--- config.mk ---
export PLATFORM = sky130hd
export DESIGN_NAME = branch_resolve_unit_flat
export DESIGN_NICKNAME = d
export VERILOG_FILES = /design/src/rtl/branch_resolve_unit_if.sv /design/src/rtl/branch_resolve_unit.sv /design/src/flat_wrapper.sv
export SDC_FILE = /design/constraint.sdc
export NUM_CORES = 1
export LEC_CHECK = 0
export ABC_AREA = 1
export CAP_MARGIN = 25
export CORE_MARGIN = 1
export CORE_UTILIZATION = 30
export CTS_CLUSTER_SIZE = 20
export DETAILED_ROUTE_END_ITERATION = 10
export HOLD_SLACK_MARGIN = 0.08
export PLACE_DENSITY = 0.52
export SLEW_MARGIN = 20
export SYNTH_ARGS = -nofsm -noshare
export SYNTH_HDL_FRONTEND = slang
export SYNTH_SLANG_ARGS = --single-unit
--- constraint.sdc ---
create_clock -name i_clk -period 8.7 [get_ports i_clk]
set_input_delay 1.74 -clock i_clk [delete_from_list [all_inputs] [get_ports i_clk]]
set_output_delay 1.74 -clock i_clk [all_outputs]
set_load 0.03 [all_outputs]
--- src/rtl/branch_resolve_unit_if.sv ---
// Bundle of the prediction-lookup and branch-resolve signals shared between
// the fetch/execute side (master) and the branch resolve unit (slave).
interface branch_resolve_unit_if #(
    parameter int XLEN  = 32,
    parameter int CNT_W = 16
);
    logic [XLEN-1:0]  i_pred_pc;
    logic             o_pred_taken;

    logic             i_res_valid;
    logic [XLEN-1:0]  i_res_pc;
    logic [XLEN-1:0]  i_res_r1;
    logic [XLEN-1:0]  i_res_r2;
    logic [2:0]       i_res_func3;
    logic             i_res_pred;
    logic [XLEN-1:0]  i_res_target;

    logic             o_res_valid;
    logic             o_res_taken;
    logic             o_mispredict;
    logic [XLEN-1:0]  o_redirect_pc;
    logic             o_illegal;
    logic [CNT_W-1:0] o_mispred_cnt;

    modport master (
        output i_pred_pc,
        output i_res_valid,
        output i_res_pc,
        output i_res_r1,
        output i_res_r2,
        output i_res_func3,
        output i_res_pred,
        output i_res_target,
        input  o_pred_taken,
        input  o_res_valid,
        input  o_res_taken,
        input  o_mispredict,
        input  o_redirect_pc,
        input  o_illegal,
        input  o_mispred_cnt
    );

    modport slave (
        input  i_pred_pc,
        input  i_res_valid,
        input  i_res_pc,
        input  i_res_r1,
        input  i_res_r2,
        input  i_res_func3,
        input  i_res_pred,
        input  i_res_target,
        output o_pred_taken,
        output o_res_valid,
        output o_res_taken,
        output o_mispredict,
        output o_redirect_pc,
        output o_illegal,
        output o_mispred_cnt
    );
endinterface

--- src/rtl/branch_resolve_unit.sv ---
// Branch resolve unit: 2-bit counter BHT for fetch-time prediction, branch
// condition evaluation with one-cycle registered resolution and mispredict stats.
module branch_resolve_unit #(
    parameter int         XLEN      = 32,
    parameter int         BHT_DEPTH = 64,
    parameter logic [1:0] CTR_INIT  = 2'b01,
    parameter int         CNT_W     = 16
) (
    input  logic                i_clk,
    input  logic                i_rst,
    branch_resolve_unit_if.slave bus
);
    localparam int IDX_W = (BHT_DEPTH > 1) ? $clog2(BHT_DEPTH) : 1;

    logic [1:0]       bht [BHT_DEPTH];

    logic [IDX_W-1:0] pred_idx;
    logic [IDX_W-1:0] res_idx;
    logic [1:0]       res_ctr;
    logic [1:0]       res_ctr_next;
    logic             cond_true;
    logic             func3_illegal;
    logic             res_taken;
    logic             res_mispredict;
    logic [XLEN-1:0]  res_next_pc;

    logic             res_valid_q;
    logic             res_taken_q;
    logic             mispredict_q;
    logic [XLEN-1:0]  redirect_pc_q;
    logic             illegal_q;
    logic [CNT_W-1:0] mispred_cnt_q;

    // Word-aligned PCs: bits [1:0] never participate in the index.
    assign pred_idx = bus.i_pred_pc[IDX_W+1:2];
    assign res_idx  = bus.i_res_pc[IDX_W+1:2];

    // Lookup reads the array directly, so a same-cycle update is not yet visible.
    assign bus.o_pred_taken = bht[pred_idx][1];

    always_comb begin
        cond_true = 1'b0;
        case (bus.i_res_func3)
            3'b000:  cond_true = (bus.i_res_r1 == bus.i_res_r2);
            3'b001:  cond_true = (bus.i_res_r1 != bus.i_res_r2);
            3'b100:  cond_true = ($signed(bus.i_res_r1) <  $signed(bus.i_res_r2));
            3'b101:  cond_true = ($signed(bus.i_res_r1) >= $signed(bus.i_res_r2));
            3'b110:  cond_true = (bus.i_res_r1 <  bus.i_res_r2);
            3'b111:  cond_true = (bus.i_res_r1 >= bus.i_res_r2);
            default: cond_true = 1'b0;
        endcase
    end

    assign func3_illegal  = (bus.i_res_func3[2:1] == 2'b01);
    assign res_taken      = cond_true & ~func3_illegal;
    assign res_mispredict = res_taken ^ bus.i_res_pred;
    assign res_next_pc    = res_taken ? bus.i_res_target
                                      : bus.i_res_pc + {{(XLEN-3){1'b0}}, 3'b100};

    always_comb begin
        res_ctr      = bht[res_idx];
        res_ctr_next = res_ctr;
        if (res_taken) begin
            if (res_ctr != 2'b11) begin
                res_ctr_next = res_ctr + 2'd1;
            end
        end else begin
            if (res_ctr != 2'b00) begin
                res_ctr_next = res_ctr - 2'd1;
            end
        end
    end

    always_ff @(posedge i_clk) begin
        if (i_rst) begin
            for (int i = 0; i < BHT_DEPTH; i++) begin
                bht[i] <= CTR_INIT;
            end
        end else if (bus.i_res_valid && !func3_illegal) begin
            bht[res_idx] <= res_ctr_next;
        end
    end

    // Redirect PC is only refreshed by valid requests; idle cycles hold it.
    always_ff @(posedge i_clk) begin
        if (i_rst) begin
            res_valid_q   <= 1'b0;
            res_taken_q   <= 1'b0;
            mispredict_q  <= 1'b0;
            illegal_q     <= 1'b0;
            redirect_pc_q <= '0;
            mispred_cnt_q <= '0;
        end else begin
            res_valid_q  <= bus.i_res_valid;
            res_taken_q  <= bus.i_res_valid & res_taken;
            mispredict_q <= bus.i_res_valid & res_mispredict;
            illegal_q    <= bus.i_res_valid & func3_illegal;
            if (bus.i_res_valid) begin
                redirect_pc_q <= res_next_pc;
            end
            if (bus.i_res_valid && res_mispredict && (mispred_cnt_q != {CNT_W{1'b1}})) begin
                mispred_cnt_q <= mispred_cnt_q + {{(CNT_W-1){1'b0}}, 1'b1};
            end
        end
    end

    assign bus.o_res_valid   = res_valid_q;
    assign bus.o_res_taken   = res_taken_q;
    assign bus.o_mispredict  = mispredict_q;
    assign bus.o_illegal     = illegal_q;
    assign bus.o_redirect_pc = redirect_pc_q;
    assign bus.o_mispred_cnt = mispred_cnt_q;
endmodule
--- src/flat_wrapper.sv ---
// flat-port wrapper written by rule: the top's interface ports become plain ports
module branch_resolve_unit_flat 
#(
    parameter int         XLEN      = 32,
    parameter int         BHT_DEPTH = 64,
    parameter logic [1:0] CTR_INIT  = 2'b01,
    parameter int         CNT_W     = 16
)
  (i_clk, i_rst, bus_i_pred_pc, bus_i_res_valid, bus_i_res_pc, bus_i_res_r1, bus_i_res_r2, bus_i_res_func3, bus_i_res_pred, bus_i_res_target, bus_o_pred_taken, bus_o_res_valid, bus_o_res_taken, bus_o_mispredict, bus_o_redirect_pc, bus_o_illegal, bus_o_mispred_cnt);
  branch_resolve_unit_if #(.XLEN(XLEN), .CNT_W(CNT_W)) bus_i ();
  input  logic i_clk;
  input  logic i_rst;
  input wire logic [$bits(bus_i.i_pred_pc)-1:0] bus_i_pred_pc;
  input wire logic [$bits(bus_i.i_res_valid)-1:0] bus_i_res_valid;
  input wire logic [$bits(bus_i.i_res_pc)-1:0] bus_i_res_pc;
  input wire logic [$bits(bus_i.i_res_r1)-1:0] bus_i_res_r1;
  input wire logic [$bits(bus_i.i_res_r2)-1:0] bus_i_res_r2;
  input wire logic [$bits(bus_i.i_res_func3)-1:0] bus_i_res_func3;
  input wire logic [$bits(bus_i.i_res_pred)-1:0] bus_i_res_pred;
  input wire logic [$bits(bus_i.i_res_target)-1:0] bus_i_res_target;
  output wire logic [$bits(bus_i.o_pred_taken)-1:0] bus_o_pred_taken;
  output wire logic [$bits(bus_i.o_res_valid)-1:0] bus_o_res_valid;
  output wire logic [$bits(bus_i.o_res_taken)-1:0] bus_o_res_taken;
  output wire logic [$bits(bus_i.o_mispredict)-1:0] bus_o_mispredict;
  output wire logic [$bits(bus_i.o_redirect_pc)-1:0] bus_o_redirect_pc;
  output wire logic [$bits(bus_i.o_illegal)-1:0] bus_o_illegal;
  output wire logic [$bits(bus_i.o_mispred_cnt)-1:0] bus_o_mispred_cnt;
  assign bus_i.i_pred_pc = bus_i_pred_pc;
  assign bus_i.i_res_valid = bus_i_res_valid;
  assign bus_i.i_res_pc = bus_i_res_pc;
  assign bus_i.i_res_r1 = bus_i_res_r1;
  assign bus_i.i_res_r2 = bus_i_res_r2;
  assign bus_i.i_res_func3 = bus_i_res_func3;
  assign bus_i.i_res_pred = bus_i_res_pred;
  assign bus_i.i_res_target = bus_i_res_target;
  assign bus_o_pred_taken = bus_i.o_pred_taken;
  assign bus_o_res_valid = bus_i.o_res_valid;
  assign bus_o_res_taken = bus_i.o_res_taken;
  assign bus_o_mispredict = bus_i.o_mispredict;
  assign bus_o_redirect_pc = bus_i.o_redirect_pc;
  assign bus_o_illegal = bus_i.o_illegal;
  assign bus_o_mispred_cnt = bus_i.o_mispred_cnt;
  branch_resolve_unit #(.XLEN(XLEN), .BHT_DEPTH(BHT_DEPTH), .CTR_INIT(CTR_INIT), .CNT_W(CNT_W)) u_core (.i_clk(i_clk), .i_rst(i_rst), .bus(bus_i));
endmodule
==> flow_metrics.env <==
export IMPL_grt_usage=0.195
export IMPL_cts_buffers=17
export IMPL_ant_nets=0
export IMPL_synth_area_leaders="edfxtp_1 (35%), nand2_1 (9.8%), dfxtp_1 (9.4%)"
export IMPL_cts_setup_buffers=0
export IMPL_syn_cell_area_sq_um=11100
export IMPL_pre_cts_slack_ps=2010
export IMPL_setup_slack_ps=1890
export IMPL_syn_to_final_growth_pct=25.5
export IMPL_synth_top_family_by_area="simple AND/OR/NAND/NOR gates"
export IMPL_final_cell_mix="nand2_1 (290), nor2_1 (245), inv_1 (201)"
export IMPL_syn_nets=1667
export IMPL_cp_max_fo=27
export IMPL_power_total_w=0.00218
export IMPL_r2r_start="u_core.bht[46][0]"
export IMPL_place_inst=2069
export IMPL_antenna_cells=0
export IMPL_ys_seq_area_frac=0.439
export IMPL_rows=70
export IMPL_crit_chain="clkdlybuf4s50_1 -> clkinv_1 -> a21oi_1 -> a221oi_1 -> o311ai_0 -> o211ai_1 -> o31ai_1 -> clkdlybuf4s50_1"
export IMPL_synth_main_ff_cell="edfxtp_1"
export IMPL_htree_levels=4
export IMPL_yosysWarnings=0
export IMPL_drc=0
export IMPL_grt_max_degree=67
export IMPL_drtIter0Drc=904
export IMPL_crit_arrival_ps=5070
export IMPL_tritoncts="built"
export IMPL_slowest_delay_ps=750
export IMPL_setup_viol=0
export IMPL_overflow=0
export IMPL_reg2reg_slack_ps=5480
export IMPL_crit_family="buffers and inverters"
export IMPL_ctsHoldBuffers=0
export IMPL_drt_wl_total_um=36700
export IMPL_clkSlewWorstSetupHoldPaths_ps=70
export IMPL_cts_buffer_depth=2
export IMPL_final_nets=1821
export IMPL_hold_path_endpoint="u_core.bus.o_redirect_pc[12]"
export IMPL_min_delay_start="u_core.bus.o_redirect_pc[12]"
export IMPL_dr_pass1_iters=5
export IMPL_critPathRequiredTime_ps=6960
export IMPL_start_kind="primary input"
export IMPL_p_leak_nw=5.18
export IMPL_drv_slew=0
export IMPL_cap_violations=0
export IMPL_synth_simple_area_share=0.268
export IMPL_multi_input_area_sq_um=5100
export IMPL_cts_root_buf="clkbuf_16"
export IMPL_synth_compound_area_share=0.123
export IMPL_layout_commonest_cell="nand2_1"
export IMPL_synth_top_area_frac=0.346
export IMPL_grt_pass1_vias=9969
export IMPL_synthMuxAreaShare=0
export IMPL_wl_per_cell_um=17.5
export IMPL_die_area_sq_um=37800
export IMPL_layout_drive_gt1_share=0.0441
export IMPL_setup_tns_ps=0
export IMPL_gp_congestion=0.845
export IMPL_die_w_um=195
export IMPL_die_h_um=195
export IMPL_min_period_ps=6810
export IMPL_dp_hpwl_um=25100
export IMPL_endpoint_kind="output port"
export IMPL_fill_cells=3705
export IMPL_r2r_end="u_core.bht[47][1]"
export IMPL_grt_setup_unrepaired="no"
export IMPL_vdd_drop_max_v=0.0000927
export IMPL_max_slew_margin=0.403
export IMPL_cts_sinks=180
export IMPL_fmax_ghz=0.147
export IMPL_synth_edff_count=128
export IMPL_hold_depth=2
export IMPL_finalCritPeriodShare=0.783
export IMPL_antenna_found_initial=0
export IMPL_finalCoreUtilization=0.382
export IMPL_crit_top_cell="clkdlybuf4s50_1"
export IMPL_path_class="primary input to output port"
export IMPL_power_density_nw_per_um2=156
export IMPL_core_sq_um=36500
export IMPL_grt_pass1_wl_um=56800
export IMPL_seq_area_sq_um=4880
export IMPL_ys_async_sr_fraction=0
export IMPL_synth_fa_ha_area_frac=0.0382
export IMPL_via_count=10500
export IMPL_synthCells=1466
export IMPL_outcome="completed"
export IMPL_insertion_delay_ps=450
export IMPL_yosys_area_top_type="edfxtp_1"
export IMPL_fin_cells=2101
export IMPL_ys_ff_latch=180
export IMPL_r2r_cells=9
export IMPL_worst_path_buf_inv=3
export IMPL_port_buffers=193
export IMPL_netlist_cell_type_count=50
export IMPL_hold_violations=0
export IMPL_avgSynthCellArea_sq_um=7.59
export IMPL_avgViaCountPerCell=4.99
export IMPL_hp_class="flop to flop"
export IMPL_ctsResizeCount=0
export IMPL_timing_critical_path_slowest_stage_cell="clkdlybuf4s50_1"
export IMPL_synth_xor_area_frac=0.0283
export IMPL_num_io_pins=220
export IMPL_start_util=0.305
export IMPL_tightest_slew_ps=896
export IMPL_skew_ps=9.87
[cells by family after synthesis]
group                    Yosys count
flip-flops                       180
XOR/XNOR                          36
buffers and inverters            282
adder cells (fa/ha/maj)           34
AO/OA/AOI/OAI                    225
AND/OR/NAND/NOR                  709
[cell type report]
class,instances,area share
multi-input combinational,1004,0.366
timing repair buffer,203,0.143
tap,468,0.0419
inverter,214,0.0575
sequential,180,0.350
clock inverter,13,0.0107
clock buffer,19,0.0310
[Yosys cell counts, types with 11 or more instances]
library cell and number:
nand3_1 109, dfxtp_1 52, a21oi_1 83, nor2_1 246
clkbuf_1 32, inv_2 11, edfxtp_1 128, nand4_1 22
nand2_1 290, xnor2_1 16, ha_1 34, o21ai_0 66
inv_1 202, xor2_1 20, nor3_1 22, o211ai_1 13
a22oi_1 15, buf_2 21
[through the flow]
stage	cell area (sq um)	hold slack (ps)
2_1_floorplan	11100	595
4_1_cts	14000	465
5_1_grt	14000	480
3_3_place_gp	13400	452
6_report	14000	464
3_5_place_dp	13400	455
[how the worst max path moves through the flow]
stage,start,end,slack (ps),depth (start not counted)
final,bus_i_pred_pc[2],bus_o_pred_taken,1890,8
after global routing,bus_i_pred_pc[2],bus_o_pred_taken,1760,8
after floorplan,bus_i_pred_pc[2],bus_o_pred_taken,3400,7
after global placement,bus_i_pred_pc[2],bus_o_pred_taken,2030,8
after detailed placement,bus_i_pred_pc[2],bus_o_pred_taken,2010,8
after CTS,bus_i_pred_pc[2],bus_o_pred_taken,1990,8
[worst min-delay path, delay by kind of cell, from the launching register on]
family	cells	cell delay, ps
and+or+nand+nor	1	60
AOI/OAI and AO/OA	1	50
DFF	1	310
[routing by layer]
metal,track usage,vias to the layer above,share of wire
met3,0.0373,48,0.068
met4,0.0641,0,0.022
met5,0,-,0
li1,-,5154,-
met1,0.243,4876,0.42
met2,0.335,404,0.49
[sequential cells by signal, indices dropped and copies added, names as in the netlist]
signal,cells
u_core.bht,128
u_core.bus.o_redirect_pc,32
u_core.bus.o_mispred_cnt,16
u_core.bus.o_illegal,1
u_core.bus.o_mispredict,1
u_core.bus.o_res_taken,1
u_core.bus.o_res_valid,1
[power by group]
| part | switching (W) | leakage, nW | internal, W |
|---|---|---|---|
| Sequential | 0.0000153 | 1.58 | 0.000944 |
| Combinational | 0.000273 | 3.32 | 0.000154 |
| Clock | 0.000367 | 0.280 | 0.000428 |
Note: power is estimated with default switching activity, not from simulation.
